==> src/rtl/raifes_src_a_pipe.sv <==
// Execute-stage ALU operand-A select with EX/WB forwarding, registered output and one-entry skid buffer.
// Optional forwarding-event counter enabled by defining RAIFES_SRC_A_FWD_CNT_EN.
module raifes_src_a_pipe #(
  parameter int XPR_LEN        = 32,
  parameter int SEL_WIDTH      = 2,
  parameter int REG_ADDR_WIDTH = 5
) (
  input  logic                      clk,
  input  logic                      reset,
  input  logic                      kill,
  input  logic                      in_valid,
  output logic                      in_ready,
  input  logic [SEL_WIDTH-1:0]      src_a_sel,
  input  logic [XPR_LEN-1:0]        PC_DX,
  input  logic [REG_ADDR_WIDTH-1:0] rs1_addr,
  input  logic [XPR_LEN-1:0]        rs1_data,
  input  logic [XPR_LEN-1:0]        imm,
  input  logic                      ex_wen,
  input  logic [REG_ADDR_WIDTH-1:0] ex_waddr,
  input  logic [XPR_LEN-1:0]        ex_wdata,
  input  logic                      wb_wen,
  input  logic [REG_ADDR_WIDTH-1:0] wb_waddr,
  input  logic [XPR_LEN-1:0]        wb_wdata,
  output logic                      out_valid,
  input  logic                      out_ready,
  output logic [XPR_LEN-1:0]        alu_src_a,
  output logic [31:0]               fwd_count
);

  typedef enum logic [1:0] {
    ST_EMPTY = 2'd0,
    ST_FULL  = 2'd1,
    ST_SKID  = 2'd2
  } state_t;

  state_t state, state_next;

  logic               accept;
  logic               rs1_nonzero;
  logic               ex_hit;
  logic               wb_hit;
  logic               fwd_event;
  logic [XPR_LEN-1:0] rs1_fwd;
  logic [XPR_LEN-1:0] sel_data;
  logic [XPR_LEN-1:0] out_data;
  logic [XPR_LEN-1:0] skid_data;
  logic               load_out_new;
  logic               load_out_skid;
  logic               load_skid;

  // Both handshake outputs decode the state register only, so neither has a
  // combinational path from out_ready.
  assign out_valid = (state != ST_EMPTY);
  assign in_ready  = (state != ST_SKID);
  assign alu_src_a = out_data;
  assign accept    = in_valid && in_ready;

  assign rs1_nonzero = (rs1_addr != '0);
  assign ex_hit      = rs1_nonzero && ex_wen && (ex_waddr == rs1_addr);
  assign wb_hit      = rs1_nonzero && wb_wen && (wb_waddr == rs1_addr);

  always_comb begin
    // NOTE: every always_comb output gets a default first so no path can infer a latch.
    rs1_fwd = rs1_data;
    if (!rs1_nonzero) rs1_fwd = '0;
    else if (ex_hit)  rs1_fwd = ex_wdata;
    else if (wb_hit)  rs1_fwd = wb_wdata;
  end

  always_comb begin
    sel_data = '0;
    case (src_a_sel)
      SEL_WIDTH'(0): sel_data = rs1_fwd;
      SEL_WIDTH'(1): sel_data = PC_DX;
      SEL_WIDTH'(2): sel_data = imm;
      default:       sel_data = '0;
    endcase
  end

  // A forward event is counted at acceptance, even if kill drops the request.
  assign fwd_event = accept && (src_a_sel == SEL_WIDTH'(0)) && (ex_hit || wb_hit);

  always_comb begin
    state_next    = state;
    load_out_new  = 1'b0;
    load_out_skid = 1'b0;
    load_skid     = 1'b0;
    if (kill) begin
      state_next = ST_EMPTY;
    end else begin
      case (state)
        ST_EMPTY: begin
          if (accept) begin
            state_next   = ST_FULL;
            load_out_new = 1'b1;
          end
        end
        ST_FULL: begin
          if (out_ready && accept) begin
            load_out_new = 1'b1;
          end else if (out_ready) begin
            state_next = ST_EMPTY;
          end else if (accept) begin
            state_next = ST_SKID;
            load_skid  = 1'b1;
          end
        end
        ST_SKID: begin
          if (out_ready) begin
            state_next    = ST_FULL;
            load_out_skid = 1'b1;
          end
        end
        default: state_next = ST_EMPTY;
      endcase
    end
  end

  always_ff @(posedge clk) begin
    // NOTE: sequential state uses non-blocking assignments so every flop samples pre-edge values.
    if (reset) begin
      state     <= ST_EMPTY;
      out_data  <= '0;
      skid_data <= '0;
    end else begin
      state <= state_next;
      if (load_out_new)       out_data <= sel_data;
      else if (load_out_skid) out_data <= skid_data;
      if (load_skid)          skid_data <= sel_data;
    end
  end

`ifdef RAIFES_SRC_A_FWD_CNT_EN
  logic [31:0] fwd_cnt_q;

  always_ff @(posedge clk) begin
    if (reset) begin
      fwd_cnt_q <= '0;
    end else if (fwd_event && (fwd_cnt_q != 32'hFFFF_FFFF)) begin
      fwd_cnt_q <= fwd_cnt_q + 32'd1;
    end
  end

  assign fwd_count = fwd_cnt_q;
`else
  logic unused_fwd_event;
  assign unused_fwd_event = fwd_event;
  assign fwd_count        = 32'd0;
`endif

endmodule

==> config.mk <==
export PLATFORM = sky130hd
export DESIGN_NAME = raifes_src_a_pipe
export DESIGN_NICKNAME = d
export VERILOG_FILES = /design/src/rtl/raifes_src_a_pipe.sv
export SDC_FILE = /design/constraint.sdc
export NUM_CORES = 1
export LEC_CHECK = 0
export BUFFER_PORTS_ARGS = -buffer_cell sky130_fd_sc_hd__buf_2
export CAP_MARGIN = 20
export CORE_MARGIN = 10
export CORE_UTILIZATION = 47
export DETAILED_ROUTE_END_ITERATION = 16
export PLACE_DENSITY = 0.78
export SLEW_MARGIN = 20
export SYNTH_ARGS = -nofsm -noshare
export SYNTH_HDL_FRONTEND = slang
export SYNTH_SLANG_ARGS = --single-unit
==> constraint.sdc <==
create_clock -name clk -period 1.85 [get_ports clk]
set_input_delay 0.185 -clock clk [delete_from_list [all_inputs] [get_ports clk]]
set_output_delay 0.185 -clock clk [all_outputs]
set_load 0.03 [all_outputs]
==> metrics.txt <==
# TYPE chip_impl_metric gauge
chip_impl_metric{name="drv_slew",unit=""} 0
chip_impl_metric{name="mappedNetlistArea",unit="µm²"} 4930
chip_impl_metric{name="synth_largest_type_area_fraction",unit="%"} 26.8
chip_impl_metric{name="fmaxAchievable",unit="GHz"} 0.599
chip_impl_metric{name="vias_per_cell",unit=""} 5.76
chip_impl_metric{name="report.final.setup_viol",unit=""} 0
chip_impl_metric{name="die-area",unit="µm²"} 15000
chip_impl_info{name="cts_root_buffer",value="sky130_fd_sc_hd__clkbuf_8"} 1
chip_impl_metric{name="remaining_overflow_grt",unit=""} 0
chip_impl_metric{name="final_util",unit="%"} 61.4
chip_impl_metric{name="syn-mean-instance-area",unit="µm²"} 7.54
chip_impl_info{name="worstSetupStartpoint",value="state[0]"} 1
chip_impl_metric{name="worst_path_max_fanout",unit=""} 18
chip_impl_info{name="ys_dominant_reg_cell",value="sky130_fd_sc_hd__dfxtp_1"} 1
chip_impl_metric{name="postRouteAntennaNets",unit=""} 0
chip_impl_metric{name="ctsHoldBuffers",unit=""} 0
chip_impl_metric{name="finish.net_count",unit=""} 1039
chip_impl_metric{name="via_count_of_the_first_global_routing_pass",unit=""} 5789
chip_impl_info{name="worst_r2r_endpoint",value="skid_data[22]"} 1
chip_impl_metric{name="synthXorXnorAreaFrac",unit="%"} 1.93
chip_impl_info{name="yosys-top-cells-area",value="sky130_fd_sc_hd__dfxtp_1, sky130_fd_sc_hd__nand2_1, sky130_fd_sc_hd__a21oi_1"} 1
chip_impl_metric{name="synth_cell_type_count",unit=""} 42
chip_impl_metric{name="critical_path_arrival",unit="ns"} 1.88
chip_impl_metric{name="totalWireLength",unit="mm"} 19.2
chip_impl_metric{name="netSwitchingFraction",unit="%"} 33.5
chip_impl_metric{name="core.rowCount",unit=""} 37
chip_impl_metric{name="area_delta_synth_final",unit="%"} 28.0
chip_impl_metric{name="slew_headroom",unit="%"} 30.9
chip_impl_metric{name="io_pins",unit=""} 250
chip_impl_metric{name="core_area",unit="µm²"} 10300
chip_impl_metric{name="hold_viol",unit=""} 0
chip_impl_metric{name="synth_sequential_area_ratio",unit="%"} 26.8
chip_impl_metric{name="p_leak",unit="nW"} 2.67
chip_impl_metric{name="cp_slowest_stage_delay",unit="ns"} 0.48
chip_impl_metric{name="worst_setup_hold_path_clk_slew",unit="ns"} 0.08
chip_impl_info{name="start_kind",value="register"} 1
chip_impl_metric{name="clock_tree.buffer_depth",unit=""} 2
chip_impl_metric{name="fraction_of_power_consumed_by_sequential_logic",unit="%"} 39.8
chip_impl_metric{name="post_synth_fa_ha_maj_area_fraction",unit="%"} 0
chip_impl_metric{name="post_synth_inst_count",unit=""} 654
chip_impl_metric{name="grt_first_pass_wirelength",unit="mm"} 29.6
chip_impl_info{name="worst-setup-path-type",value="reg2reg"} 1
chip_impl_metric{name="routed-via-count",unit=""} 5748
chip_impl_metric{name="yosys_register_bits",unit=""} 66
chip_impl_info{name="min-delay-path-class",value="in2reg"} 1
chip_impl_metric{name="final.setup_skew",unit="ns"} 0.0120
chip_impl_metric{name="cts.htree.levels",unit=""} 3
chip_impl_metric{name="number_of_port_buffers",unit=""} 217
chip_impl_metric{name="synth-edff-count",unit=""} 0
chip_impl_metric{name="remaining_drc_errors",unit=""} 0
chip_impl_metric{name="cts_inserted_buffers",unit=""} 9
chip_impl_metric{name="power.share.combinational",unit="%"} 29.2
chip_impl_info{name="timing.critical_path.cells",value="nand2b_1 > nor3_1 > nor2_2 > buf_4 > a22oi_1 > o21ai_1"} 1
chip_impl_metric{name="placedInstanceArea",unit="µm²"} 6130
chip_impl_metric{name="detailedRoute.firstIterationViolations",unit=""} 692
chip_impl_metric{name="worst_ir_drop_vdd",unit="V"} 0.000385
chip_impl_info{name="synthMostInstantiatedCell",value="sky130_fd_sc_hd__nand2_1"} 1
chip_impl_metric{name="worst_tran_pin_value",unit="ns"} 1.03
chip_impl_info{name="tritoncts_clock_tree",value="yes"} 1
chip_impl_metric{name="placement.setup.worst_slack",unit="ns"} -0.146
chip_impl_info{name="synthTopCellsByCount",value="sky130_fd_sc_hd__nand2_1, sky130_fd_sc_hd__a21oi_1, sky130_fd_sc_hd__dfxtp_1"} 1
chip_impl_info{name="crit_path_end_kind",value="register"} 1
chip_impl_metric{name="detailedPlacementHpwl",unit="mm"} 14.3
chip_impl_info{name="yosys.area.top_type",value="sky130_fd_sc_hd__dfxtp_1"} 1
chip_impl_metric{name="synth_compound_gate_area_share",unit="%"} 37.1
chip_impl_info{name="timing.critical_path.slowest_stage_cell",value="sky130_fd_sc_hd__dfxtp_1"} 1
chip_impl_metric{name="p_per_area",unit="nW/µm²"} 590
chip_impl_metric{name="post_route_cells_drive_above_1_share",unit="%"} 37.1
chip_impl_metric{name="finalWeightedCongestion",unit=""} 0.964
chip_impl_metric{name="r2r_slack",unit="ns"} 0.18
chip_impl_metric{name="timing.max_cap.violations",unit=""} 0
chip_impl_metric{name="power_report.internal_total",unit="mW"} 2.48
chip_impl_metric{name="chipWidth",unit="µm"} 122
chip_impl_info{name="rr_startpoint",value="state[0]"} 1
chip_impl_metric{name="worstRegToRegCells",unit=""} 6
chip_impl_metric{name="finalCritPeriodShare",unit="%"} 90.3
chip_impl_metric{name="required",unit="ns"} 2.06
chip_impl_metric{name="fraction_of_power_consumed_by_the_clock_network",unit="%"} 31.0
chip_impl_metric{name="wl_per_cell",unit="µm"} 19.3
chip_impl_metric{name="grt_antenna_before_repair",unit=""} 1
chip_impl_metric{name="firstDrtPassIters",unit=""} 5
chip_impl_info{name="crit_path_end",value="skid_data[22]"} 1
chip_impl_metric{name="final_critical_path_setup_slack",unit="ns"} 0.180
chip_impl_metric{name="period_minus_slack",unit="ns"} 1.67
chip_impl_metric{name="cts_post_setup_buffers_inserted",unit=""} 0
chip_impl_metric{name="insertion_delay",unit="ns"} 0.34
chip_impl_info{name="rsz_0062_raised_after_global_routing",value="false"} 1
chip_impl_metric{name="design_area",unit="µm²"} 6310
chip_impl_metric{name="yosys-mux-area-fraction",unit="%"} 0
chip_impl_metric{name="maximum_number_of_pins_on_one_net_before_global_route_repair",unit=""} 39
chip_impl_metric{name="initial_utilization",unit="%"} 48.0
chip_impl_info{name="status",value="completed"} 1
chip_impl_info{name="synth_top_family_by_area",value="compound AO/OA/AOI/OAI gates"} 1
chip_impl_metric{name="ys_warn_count",unit=""} 0
chip_impl_metric{name="switchingPower",unit="mW"} 1.25
chip_impl_metric{name="post_synth_and_or_nand_nor_area_fraction",unit="%"} 21.0
chip_impl_metric{name="cts.repair.resized",unit=""} 0
chip_impl_metric{name="whs_path_depth",unit=""} 3
chip_impl_metric{name="global_route.usage.total",unit="%"} 24.4
chip_impl_metric{name="setup_total_negative_slack",unit="ns"} 0
chip_impl_metric{name="die_h",unit="µm"} 122
chip_impl_metric{name="ys_async_sr_fraction",unit="%"} 0
chip_impl_metric{name="hold_slack_final",unit="ns"} 0.138
chip_impl_metric{name="cts.sink_count",unit=""} 66
-- worst min-delay path by stage --
| stage | startpoint | to | slack (ns) |
|---|---|---|---|
| floorplan | reset | state[0] | 0.26 |
| global placement | out_ready | state[1] | 0.46 |
| detailed placement | out_ready | state[1] | 0.48 |
| CTS | rs1_data[28] | skid_data[28] | 0.12 |
| global route | rs1_data[21] | alu_src_a[21] | 0.13 |
| finish | rs1_data[19] | alu_src_a[19] | 0.14 |
-- sequential cells by signal (all words and copies together) (netlist names) --
register and count:
state 2, skid_data 32, alu_src_a 32
-- through the flow --
stage | power (mW) | instances
final | 3.73 | 998
after floorplan | 2.20 | 685
after global routing | 3.90 | 997
after detailed placement | 2.59 | 980
after global placement | 2.58 | 980
after CTS | 3.73 | 996
-- cell type report --
class / instances / area, µm²
clock inverters: 2 / 10.0
inverters: 1 / 3.75
repair buffers: 255 / 1460
multi-input cells: 522 / 3170
fillers: 975 / 3960
flip-flops and latches: 66 / 1320
well taps: 136 / 170
clock buffers: 14 / 173
diodes: 2 / 5.00
-- logic make-up (layout without fill, tap and decap cells) --
group / count (synthesis) / after routing
flops: 66 / 66
compound gates: 262 / 262
buf+inv: 97 / 272
other cells: 1 / 34
xor+xnor: 10 / 10
simple gates: 218 / 218
-- placed cells by master, fill, tap and decap left out, types with 2 or more instances in the layout --
master | Yosys | routed
sky130_fd_sc_hd__a21oi_1 | 98 | 98
sky130_fd_sc_hd__a221oi_1 | 2 | 2
sky130_fd_sc_hd__a221oi_2 | 30 | 30
sky130_fd_sc_hd__a22o_1 | 32 | 32
sky130_fd_sc_hd__a22oi_1 | 32 | 32
sky130_fd_sc_hd__and3_1 | 30 | 30
sky130_fd_sc_hd__and3_2 | 2 | 2
sky130_fd_sc_hd__buf_12 | 3 | 7
sky130_fd_sc_hd__buf_2 | 8 | 217
sky130_fd_sc_hd__buf_4 | 36 | 31
sky130_fd_sc_hd__clkbuf_1 | 34 | 2
sky130_fd_sc_hd__clkbuf_8 | 0 | 12
sky130_fd_sc_hd__clkinv_2 | 0 | 2
sky130_fd_sc_hd__conb_1 | 1 | 32
sky130_fd_sc_hd__dfxtp_1 | 66 | 66
sky130_fd_sc_hd__diode_2 | 0 | 2
sky130_fd_sc_hd__nand2_1 | 131 | 131
sky130_fd_sc_hd__nand2b_1 | 3 | 3
sky130_fd_sc_hd__nor2_1 | 4 | 2
sky130_fd_sc_hd__nor2_4 | 1 | 2
sky130_fd_sc_hd__nor2b_2 | 0 | 2
sky130_fd_sc_hd__nor3_1 | 34 | 34
sky130_fd_sc_hd__o21ai_0 | 4 | 4
sky130_fd_sc_hd__o21ai_1 | 61 | 60
sky130_fd_sc_hd__xnor2_1 | 7 | 7
sky130_fd_sc_hd__xor2_4 | 0 | 2
-- power by group through the flow --
| stage | registers [mW] | logic, mW | clock network, mW |
|---|---|---|---|
| 6_report | 1.48 | 1.09 | 1.15 |
| 5_1_grt | 1.49 | 1.17 | 1.24 |
| 4_1_cts | 1.48 | 1.07 | 1.17 |
| 3_5_place_dp | 1.52 | 1.07 | 0 |
| 3_3_place_gp | 1.52 | 1.06 | 0 |
| 2_1_floorplan | 1.58 | 0.616 | 0 |
-- worst max-delay path, delay by kind of cell, from the launching register on --
family | cells | cell delay, ns
AO/OA/AOI/OAI | 2 | 0.31
AND/OR/NAND/NOR | 3 | 0.54
flip-flops | 1 | 0.48
buffers and inverters | 1 | 0.22
-- layer usage --
metal / part of all wire [%] / vias to the layer above / wire length (µm) / global-route usage (%)
met5: 0 / - / 0 / 0
li1: - / 2725 / - / -
met1: 39 / 2638 / 7440 / 29.4
met4: 2.2 / 0 / 421 / 7.81
met3: 12 / 33 / 2250 / 7.02
met2: 47 / 352 / 9120 / 40.8
Power figures use the tool's default switching activity.
